===== config.mk =====
export PLATFORM = sky130hd
export DESIGN_NAME = change_dispenser
export DESIGN_NICKNAME = d
export VERILOG_FILES = /design/src/rtl/vend_pkg.sv /design/src/rtl/pulse_stretch.sv /design/src/rtl/change_dispenser.sv
export SDC_FILE = /design/constraint.sdc
export NUM_CORES = 1
export LEC_CHECK = 0
export CAP_MARGIN = 20
export CORE_ASPECT_RATIO = 0.5
export CORE_MARGIN = 3
export CORE_UTILIZATION = 47
export CTS_CLUSTER_DIAMETER = 120
export CTS_CLUSTER_SIZE = 30
export DETAILED_ROUTE_END_ITERATION = 12
export PLACE_DENSITY = 0.74
export SLEW_MARGIN = 30
export SYNTH_ARGS = -nofsm -noshare
export SYNTH_HDL_FRONTEND = slang
export SYNTH_SLANG_ARGS = --single-unit

===== constraint.sdc =====
create_clock -name clk -period 2.7 [get_ports clk]
set_clock_uncertainty 0.05 [all_clocks]
set_input_delay 0.81 -clock clk [delete_from_list [all_inputs] [get_ports clk]]
set_output_delay 0.81 -clock clk [all_outputs]
set_load 0.03 [all_outputs]

===== src/rtl/vend_pkg.sv =====
// vend_pkg: definitions shared by the vending controller (drink_FSM) and
// the change dispenser. It holds the coin codes on the change bus, the
// payout state encoding, and a decoder from coin code to coin count.
package vend_pkg;

  // Coin codes on the 2-bit change bus; 2'd3 is never legal
  localparam logic [1:0] COIN_0   = 2'd0;
  localparam logic [1:0] COIN_1   = 2'd1;
  localparam logic [1:0] COIN_2   = 2'd2;
  localparam logic [1:0] COIN_BAD = 2'd3;

  // Payout handshake states
  typedef enum logic [1:0] {
    IDLE  = 2'd0,
    REQ   = 2'd1,
    REL   = 2'd2,
    FAULT = 2'd3
  } pay_state_e;

  // Number of one-unit coins owed for a change code; the illegal code adds nothing
  function automatic logic [1:0] coin_value(input logic [1:0] code);
    logic [1:0] val;
    case (code)
      COIN_0:  val = 2'd0;
      COIN_1:  val = 2'd1;
      COIN_2:  val = 2'd2;
      default: val = 2'd0;
    endcase
    return val;
  endfunction

endpackage


===== src/rtl/pulse_stretch.sv =====
// pulse_stretch: a loadable down-counter whose output stays high while the
// count is nonzero. A load restarts the count at PULSE_LEN, including while
// a pulse is already running (retrigger). Loads are never queued.
// Ports:
//   clk        - rising-edge clock
//   rst        - synchronous active-high reset
//   load       - start or restart the pulse
//   pulse      - registered output, high for PULSE_LEN cycles after the last load
//   pulse_next - value pulse takes on the next edge
module pulse_stretch
  import vend_pkg::*;
#(
  parameter int PULSE_LEN = 4
) (
  input  logic clk,
  input  logic rst,
  input  logic load,
  output logic pulse,
  output logic pulse_next
);

  localparam int CW = $clog2(PULSE_LEN + 1);
  localparam logic [CW-1:0] LOAD_VAL = CW'(PULSE_LEN);
  localparam logic [CW-1:0] ONE      = CW'(1);
  localparam logic [CW-1:0] ZERO     = CW'(0);

  logic [CW-1:0] cnt_r;
  logic [CW-1:0] cnt_next_s;
  logic          pulse_r;

  // Next count: load wins; otherwise count down toward zero
  always_comb begin
    cnt_next_s = cnt_r;
    if (load) begin
      cnt_next_s = LOAD_VAL;
    end else if (cnt_r != ZERO) begin
      cnt_next_s = cnt_r - ONE;
    end else begin
      cnt_next_s = ZERO;
    end
  end

  assign pulse_next = (cnt_next_s != ZERO);

  // Count and output registers
  always_ff @(posedge clk) begin
    if (rst) begin
      cnt_r   <= ZERO;
      pulse_r <= 1'b0;
    end else begin
      cnt_r   <= cnt_next_s;
      pulse_r <= pulse_next;
    end
  end

  assign pulse = pulse_r;

endmodule


===== src/rtl/change_dispenser.sv =====
// change_dispenser: drives the coin hopper and the drink motor. The change
// and drink signals from drink_FSM are sampled on every edge. Owed coins are
// kept in a saturating counter, and each coin is paid out with a four-phase
// req/ack handshake.
// Ports:
//   clk, rst    - clock and synchronous active-high reset
//   change[1:0] - coins owed this cycle (0..2, 3 ignored)
//   drink       - vend event, starts or restarts the motor pulse
//   hopper_ack  - hopper acknowledge
//   hopper_req  - request one coin
//   drink_motor - drink actuator pulse
//   pending     - coins still owed
//   busy        - work outstanding (coins, handshake or motor pulse)
//   overflow    - sticky: a change add saturated pending
//   fault       - sticky: hopper did not answer in time, payout stopped
//   coins_paid  - wrapping count of completed handshakes
module change_dispenser
  import vend_pkg::*;
#(
  parameter int CNT_W       = 4,
  parameter int ACK_TIMEOUT = 16,
  parameter int DRINK_PULSE = 4,
  parameter int PAID_W      = 8
) (
  input  logic              clk,
  input  logic              rst,
  input  logic [1:0]        change,
  input  logic              drink,
  input  logic              hopper_ack,
  output logic              hopper_req,
  output logic              drink_motor,
  output logic [CNT_W-1:0]  pending,
  output logic              busy,
  output logic              overflow,
  output logic              fault,
  output logic [PAID_W-1:0] coins_paid
);

  localparam int TMR_W = $clog2(ACK_TIMEOUT + 1);
  localparam logic [TMR_W-1:0]   TMR_LAST  = TMR_W'(ACK_TIMEOUT - 1);
  localparam logic [TMR_W-1:0]   TMR_ZERO  = TMR_W'(0);
  localparam logic [TMR_W-1:0]   TMR_ONE   = TMR_W'(1);
  localparam logic [CNT_W+1:0]   PEND_MAX  = {2'b00, {CNT_W{1'b1}}};
  localparam logic [CNT_W-1:0]   PEND_ZERO = CNT_W'(0);
  localparam logic [PAID_W-1:0]  PAID_ZERO = PAID_W'(0);

  pay_state_e        state_r, state_next_s;
  logic [TMR_W-1:0]  timer_r, timer_next_s;
  logic [CNT_W-1:0]  pending_r, pending_next_s;
  logic [CNT_W+1:0]  sum_s;
  logic              dec_s;
  logic              sat_s;
  logic              overflow_r;
  logic              fault_r;
  logic              hopper_req_r;
  logic              busy_r;
  logic [PAID_W-1:0] coins_paid_r;
  logic              motor_next_s;

  // A coin is complete when the hopper has released ack after a grant
  assign dec_s = (state_r == REL) && !hopper_ack;

  // Pending update: add and decrement land together, result saturates.
  // The sum is two bits wider so that a saturating add is detectable.
  always_comb begin
    sum_s = {2'b00, pending_r}
          + {{CNT_W{1'b0}}, coin_value(change)}
          - {{(CNT_W+1){1'b0}}, dec_s};
    if (sum_s > PEND_MAX) begin
      pending_next_s = {CNT_W{1'b1}};
      sat_s          = 1'b1;
    end else begin
      pending_next_s = sum_s[CNT_W-1:0];
      sat_s          = 1'b0;
    end
  end

  // Payout FSM next state and timer; timer restarts on every transition
  always_comb begin
    state_next_s = state_r;
    timer_next_s = TMR_ZERO;
    case (state_r)
      IDLE: begin
        if ((pending_r != PEND_ZERO) && !fault_r) begin
          state_next_s = REQ;
        end else begin
          state_next_s = IDLE;
        end
      end
      REQ: begin
        if (hopper_ack) begin
          state_next_s = REL;
        end else if (timer_r == TMR_LAST) begin
          state_next_s = FAULT;
        end else begin
          timer_next_s = timer_r + TMR_ONE;
        end
      end
      REL: begin
        // Decide on the post-update count so that change arriving now keeps the payout going
        if (!hopper_ack) begin
          if (pending_next_s != PEND_ZERO) begin
            state_next_s = REQ;
          end else begin
            state_next_s = IDLE;
          end
        end else if (timer_r == TMR_LAST) begin
          state_next_s = FAULT;
        end else begin
          timer_next_s = timer_r + TMR_ONE;
        end
      end
      FAULT: begin
        state_next_s = FAULT;
      end
      default: begin
        state_next_s = IDLE;
      end
    endcase
  end

  pulse_stretch #(
    .PULSE_LEN(DRINK_PULSE)
  ) u_drink_pulse (
    .clk        (clk),
    .rst        (rst),
    .load       (drink),
    .pulse      (drink_motor),
    .pulse_next (motor_next_s)
  );

  // State, counters and registered outputs. Outputs take their next-state values so that they line up with state.
  always_ff @(posedge clk) begin
    if (rst) begin
      state_r      <= IDLE;
      timer_r      <= TMR_ZERO;
      pending_r    <= PEND_ZERO;
      overflow_r   <= 1'b0;
      fault_r      <= 1'b0;
      hopper_req_r <= 1'b0;
      busy_r       <= 1'b0;
      coins_paid_r <= PAID_ZERO;
    end else begin
      state_r      <= state_next_s;
      timer_r      <= timer_next_s;
      pending_r    <= pending_next_s;
      overflow_r   <= overflow_r | sat_s;
      fault_r      <= fault_r | (state_next_s == FAULT);
      hopper_req_r <= (state_next_s == REQ);
      busy_r       <= (pending_next_s != PEND_ZERO) || (state_next_s != IDLE) || motor_next_s;
      coins_paid_r <= coins_paid_r + PAID_W'(dec_s);
    end
  end

  assign hopper_req = hopper_req_r;
  assign pending    = pending_r;
  assign busy       = busy_r;
  assign overflow   = overflow_r;
  assign fault      = fault_r;
  assign coins_paid = coins_paid_r;

endmodule


==> reports/metrics.yaml, run 1 <==
place:
  port_buffers: 22
  place_area_um2: 1780
  place_ws_ns: -0.580
  dp.final_hpwl_um: 2160
  place_congestion: 0.841
setup_path:
  worstSetupEndpointType: "flop"
  cpMaxStageDelayCell: "a2111oi_4"
  cp.buffers_inverters: 2
  startpoint_type: "primary input"
  path_cells: "clkbuf_2 > and2b_2 > o21ai_4 > buf_4 > ha_4 > a21o_1 > a2111oi_4 > o2111ai_2 > nor3_2 > a31oi_1"
  cp_max_fo: 3
  r2r_cells: 12
  slowest_delay_ns: 0.39
  arrival_ns: 2.71
  cp_num_cells: 10
  path_class: "primary input to flop"
  required_ns: 2.81
  critPathTopFamily: "compound AO/OA/AOI/OAI gates"
clocking:
  clock-sinks: 27
  cts_tree: "done"
  clk_pin_slew_ns: 0.09
  cts_buffers: 3
  hold_buffers: 0
  clk_path_buf_depth: 2
  htree_levels: 1
  ctsRootBufferMaster: "clkbuf_8"
  worstSkewPairLatency_ns: 0.27
timing:
  setup_viol: 0
  timing.fmax_mhz: 384
  worst_slew_pin_slew_ns: 0.375
  fin_tns_setup_ns: 0
  fin_crit_sh_pct: 96.5
  period_needed_ns: 2.60
  hold_viol_final: 0
  rsz0062_at_grt: "false"
  slew_violations: 0
  slew-limit-headroom_pct: 75.0
  setup_slack_ns: 0.0950
global_route:
  grt.overflow.total: 0
  antenna_found_initial: 0
  grt_usage_pct: 15.9
  grt_max_degree: 15
  grt-busiest-layer: "met2"
  grt_pass1_vias: 1120
  grt_util_met1_pct: 19.6
  grt_pass1_wl_um: 4750
  use_met2_pct: 27.2
  met3_usage_pct: 4.46
power_and_ir_drop:
  power_density_nw_per_um2: 985
  ir_worst_vdd_mv: 0.921
  p_leak_nw: 0.818
floorplan:
  dieWidth_um: 83.3
  chipHeight_um: 44.6
  io_pins: 23
  initial_core_util_pct: 51.7
  core_area_um2: 2720
  die-area_um2: 3720
  num_rows: 13
drt:
  wl_per_cell_um: 13.3
  via_count: 1209
  firstDrtPassIters: 4
  drc_errors: 0
  wl_um: 3190
  ant_nets: 0
  viasPerCell: 5.04
  drt-initial-drc-count: 33
finish:
  postLayoutCoreUtil_pct: 73.0
  num-nets-final: 226
  final_common_cell: "dfxtp_1"
  drive_gt1_share_pct: 24.6
  design_area_um2: 1980
  mostFrequentLayoutCells: "dfxtp_1, clkdlybuf4s50_1, inv_1, nor2_1, buf_4"
  n_antenna_cell: 0
  fillCellCount: 179
  synthToLayoutAreaGrowth_pct: 41.3
outcome:
  status: "complete, no violations"
yosys:
  postSynthCellCount: 161
  yosysSeqAreaShare_pct: 38.5
  syn_avg_cell_area_um2: 8.72
  synth_fp_nets: 183
  ys_types: 34
  async_reset_ff_share_pct: 0
  ys_ff_latch: 27
  ys.flop_type: "dfxtp_1"
  synth_edf_count: 0
  synth_area_um2: 1400
  yosys_warnings: 0
worst_hold_path:
  hold_depth: 2
  hold_path.class: "flop to flop"
run:
  cap_violations: 0
area by class of cell:
type	instances	area [µm²]	share of cell area, %
well taps	37	46.3	2.33
multi-input cells	111	927	46.8
flip-flops and latches	27	542	27.3
inverters	21	78.8	3.97
clock buffers	4	45.0	2.27
repair buffers	40	344	17.4
path summary, 6_finish.rpt:
check / from / slack (ns) / end
min: timer_r[4] / 0.38 / timer_r[4]
max: hopper_ack / 0.1 / busy
max reg2reg: state_r[0] / 0.12 / busy
min reg2reg: timer_r[4] / 0.38 / timer_r[4]
power breakdown:
part | internal, mW | total, mW | leakage, nW | switching [mW]
sequential | 0.458 | 0.510 | 0.221 | 0.0516
clock | 0.106 | 0.226 | 0.0228 | 0.120
combinational | 0.567 | 1.22 | 0.574 | 0.652
total | 1.13 | 1.95 | 0.818 | 0.823
through the flow:
| step | power, mW | instances | hold slack [ns] |
|---|---|---|---|
| finish | 1.95 | 240 | 0.382 |
| global route | 2.08 | 240 | 0.418 |
| CTS | 1.73 | 239 | 0.386 |
| detailed placement | 1.39 | 232 | 0.373 |
| global placement | 1.38 | 232 | 0.367 |
| floorplan | 1.09 | 161 | 0.355 |
synth_stat cells (2+ instances only):
cell type   n  area share [%]
a21oi_1    13             4.6
nor2_1     18             4.8
xnor2_1     6             3.7
ha_1       15              13
inv_1      21             5.6
a31oi_1     2            0.89
nand2b_1    3             1.3
a2111oi_2   2             2.1
nor3_1      6             2.1
o21ai_0     4             1.4
dfxtp_1    27              39
clkbuf_1    2            0.53
xor2_1      6             3.7
nand3_1    10             3.6
nand2_1     7             1.9
state kept, by name, summed over array words and instances, names as in the netlist:
signal	cells
pending	4
state_r	2
coins_paid	8
u_drink_pulse.pulse	1
u_drink_pulse.cnt_r	3
timer_r	5
busy	1
overflow	1
fault	1
hopper_req	1
per-layer routing:
metal  share of wire, %  up-vias
li1                   -      621
met1                 46      563
met2                 49       18
met3                2.9        7
met4                1.6        0
met5                  0        -
timing repair:
action                                  in CTS  in global routing
buffers inserted                             3                  1
resized for setup                           13                 22
pin swaps                                   14                 13
endpoints found under the setup margin       9                  9
tightest hold or removal path: stages (launching register included):
cell and delay (ns):
dfxtp_1 0.32, nand2_1 0.05, nor2_1 0.03
cells by family (layout without fill, tap and decap cells):
kind of cell	count (synthesis)	in the layout	share of synthesized area, %
muxes	1	1	0.802
buffers and inverters	23	65	6.15
and+or+nand+nor	53	53	18.6
AOI/OAI and AO/OA	29	29	13.6
adders and majority gates	16	16	14.8
xor gates and xnor gates	12	12	7.49
DFF	27	27	38.5
(Power assumes the default switching activity.)
==> inputs of run 2 (changes only) <==
--- a/config.mk
+++ b/config.mk
@@ -15,2 +15,3 @@
 export PLACE_DENSITY = 0.74
+export SKIP_CTS_REPAIR_TIMING = 1
 export SLEW_MARGIN = 30
==> constraint.sdc (replaced) <==
create_clock -name clk -period 2.7 [get_ports clk]
set_clock_uncertainty 0.05 [all_clocks]
set_input_delay 0.27 -clock clk [delete_from_list [all_inputs] [get_ports clk]]
set_output_delay 0.27 -clock clk [all_outputs]
set_load 0.03 [all_outputs]
==> run 2 against run 1 <==
Net effect: global-route usage is 1.8 points lower; clock power is 2% higher; sequential power is 2% lower; non-clock buffer count is 9 lower; first-iteration DRC count is 12% higher; critical endpoint is now fault; largest power group unchanged.
==> reports/metrics.yaml, run 2 (synthesis results as in run 1) <==
outcome:
  status: "complete, no violations"
floorplan:
  num_rows: 13  # unchanged
  initial_core_util_pct: 51.7  # unchanged
  core_area_um2: 2720  # unchanged
  chipHeight_um: 44.6  # unchanged
  dieWidth_um: 83.3  # unchanged
  io_pins: 23  # unchanged
  die-area_um2: 3720  # unchanged
finish:
  fillCellCount: 218  # +22%
  final_common_cell: "dfxtp_1"
  synthToLayoutAreaGrowth_pct: 30.6
  largest_reg_flops: 8  # unchanged
  num-nets-final: 217  # -4.0%
  mostFrequentLayoutCells: "dfxtp_1, clkdlybuf4s50_1, inv_1, nor2_1, ha_1"
  drive_gt1_share_pct: 12.9  # -12 points
  instances_no_fill: 231  # -3.8%
  n_antenna_cell: 0  # unchanged
timing:
  worst_slew_pin_slew_ns: 0.367  # -0.00809 ns
  setup_viol: 0  # unchanged
  fin_tns_setup_ns: 0  # unchanged
  hold_viol_final: 0  # unchanged
  period_needed_ns: 2.50  # -0.105 ns
  rsz0062_at_grt: "false"
  hold_ws_ns: 0.381  # -0.000677 ns
  timing.fmax_mhz: 400  # +4.2%
  slew-limit-headroom_pct: 75.5  # +0.49 points
  fin_crit_sh_pct: 92.6  # -3.9 points
  slew_violations: 0  # unchanged
power_and_ir_drop:
  clkPwrFrac_pct: 13.9  # +2.3 points
  total_power_mw: 1.66  # -15%
  p_leak_nw: 0.765  # -6.5%
  ir_worst_vdd_mv: 0.850  # -7.8%
  seqPwrFrac_pct: 30.1  # +4.0 points
  switchingPower_uw: 703  # -15%
  sw_frac_of_total_pct: 42.3  # +0.21 points
  power_density_nw_per_um2: 906  # -8.0%
  intPower_uw: 958  # -15%
  comb_power_share_pct: 56.1  # -6.2 points
setup_path:
  required_ns: 2.81  # about the same
  startpoint_type: "flop"
  path_class: "flop to flop"
  cp_max_fo: 5  # +2
  r2r_cells: 12  # unchanged
  arrival_ns: 2.61  # -0.10 ns
  r2r_slack_ns: 0.20  # +0.08 ns
  worstSetupEndpointType: "flop"
  r2r_start: "state_r[0]"
  r2r_end: "fault"
drt:
  via_count: 1163  # -3.8%
  ant_nets: 0  # unchanged
  drc_errors: 0  # unchanged
  wl_um: 2790  # -12%
  viasPerCell: 5.03  # about the same
  drt-initial-drc-count: 37  # +12%
  wl_per_cell_um: 12.1  # -8.9%
  firstDrtPassIters: 4  # unchanged
place:
  dpl.cell_count: 227  # -2.2%
  port_buffers: 22  # unchanged
  dp.final_hpwl_um: 2030  # -6.2%
  place_congestion: 0.780  # -7.2%
run:
  cap_violations: 0  # unchanged
clocking:
  cts_tree: "done"
  clock-sinks: 27  # unchanged
  ctsRootBufferMaster: "clkbuf_8"
  clk_path_buf_depth: 2  # unchanged
  clk_pin_slew_ns: 0.09  # about the same
  htree_levels: 1  # unchanged
  worstSkewPairLatency_ns: 0.27  # about the same
  cts_buffers: 3  # unchanged
worst_hold_path:
  hold_path.class: "flop to flop"
  hold_depth: 2  # unchanged
  min-delay-start: "timer_r[4]"
  min_to: "timer_r[4]"
global_route:
  grt_pass1_vias: 985  # -12%
  grt_pass1_wl_um: 4200  # -12%
  grt.overflow.total: 0  # unchanged
  antenna_found_initial: 0  # unchanged
  grt_max_degree: 19  # +4
  grt_usage_pct: 14.1  # -1.8 points
==> run 2: cell count changes in the layout (fill, tap and decap cells not counted), moves of 2 or more <==
cell / delta
buf_4: -8
clkbuf_2: -3
clkdlybuf4s50_1: +3
ha_1: +3
ha_4: -2
inv_1: +2
inv_2: -2
nand2_1: +2
nand2_2: -2
==> run 2: layer usage <==
metal / GRT usage (%) / vias to the layer above / routed length (µm)
li1: - / 604 / -
met1: 19.0 / 538 / 1430
met2: 22.6 / 19 / 1250
met3: 4.46 / 2 / 88
met4: 2.93 / 0 / 18
met5: 0 / - / 0
==> run 2: final cells by class <==
cell class	instances	area (µm²)	share of cell area, %
flip-flops and latches	27	541	29.5
multi-input cells	111	835	45.5
inverters	21	78.8	4.30
clock buffers	4	45.0	2.46
well taps	37	46.3	2.53
repair buffers	31	288	15.7
==> run 2: metrics by stage <==
step / area, µm² / utilization [%] / setup WS (ns)
floorplan: 1400 / - / 0.140
global placement: 1730 / 63.7 / -0.111
detailed placement: 1730 / 63.7 / -0.110
CTS: 1780 / 65.4 / 0.0387
global route: 1830 / 67.5 / 0.0189
finish: 1830 / 67.5 / 0.200
==> run 2: worst max path at each step <==
stage	start	endpoint	slack, ns	depth (start not counted)
4_1_cts	state_r[0]	overflow	0.04	13
5_1_grt	state_r[0]	fault	0.02	13
3_3_place_gp	change[1]	hopper_req	-0.11	10
6_report	state_r[0]	fault	0.20	12
3_5_place_dp	change[1]	hopper_req	-0.11	10
2_1_floorplan	state_r[1]	overflow	0.14	12
==> run 2: power by group through the flow <==
stage | Clock [mW] | Combinational, mW | Sequential (mW)
after floorplan | 0 | 0.457 | 0.594
after global placement | 0 | 0.782 | 0.503
after detailed placement | 0 | 0.783 | 0.504
after CTS | 0.234 | 0.791 | 0.496
after global routing | 0.253 | 1.01 | 0.509
final | 0.231 | 0.931 | 0.499
==> run 2: worst max-delay path: stages, from the launching register on <==
cell and delay (ns):
dfxtp_1 0.36, inv_2 0.06, ha_4 0.17, and2b_1 0.16
o21ai_0 0.10, nand2_1 0.10, ha_1 0.20, buf_4 0.14
a21o_1 0.19, a2111oi_4 0.36, o2111ai_2 0.20, o21ai_1 0.20
a31oi_1 0.10
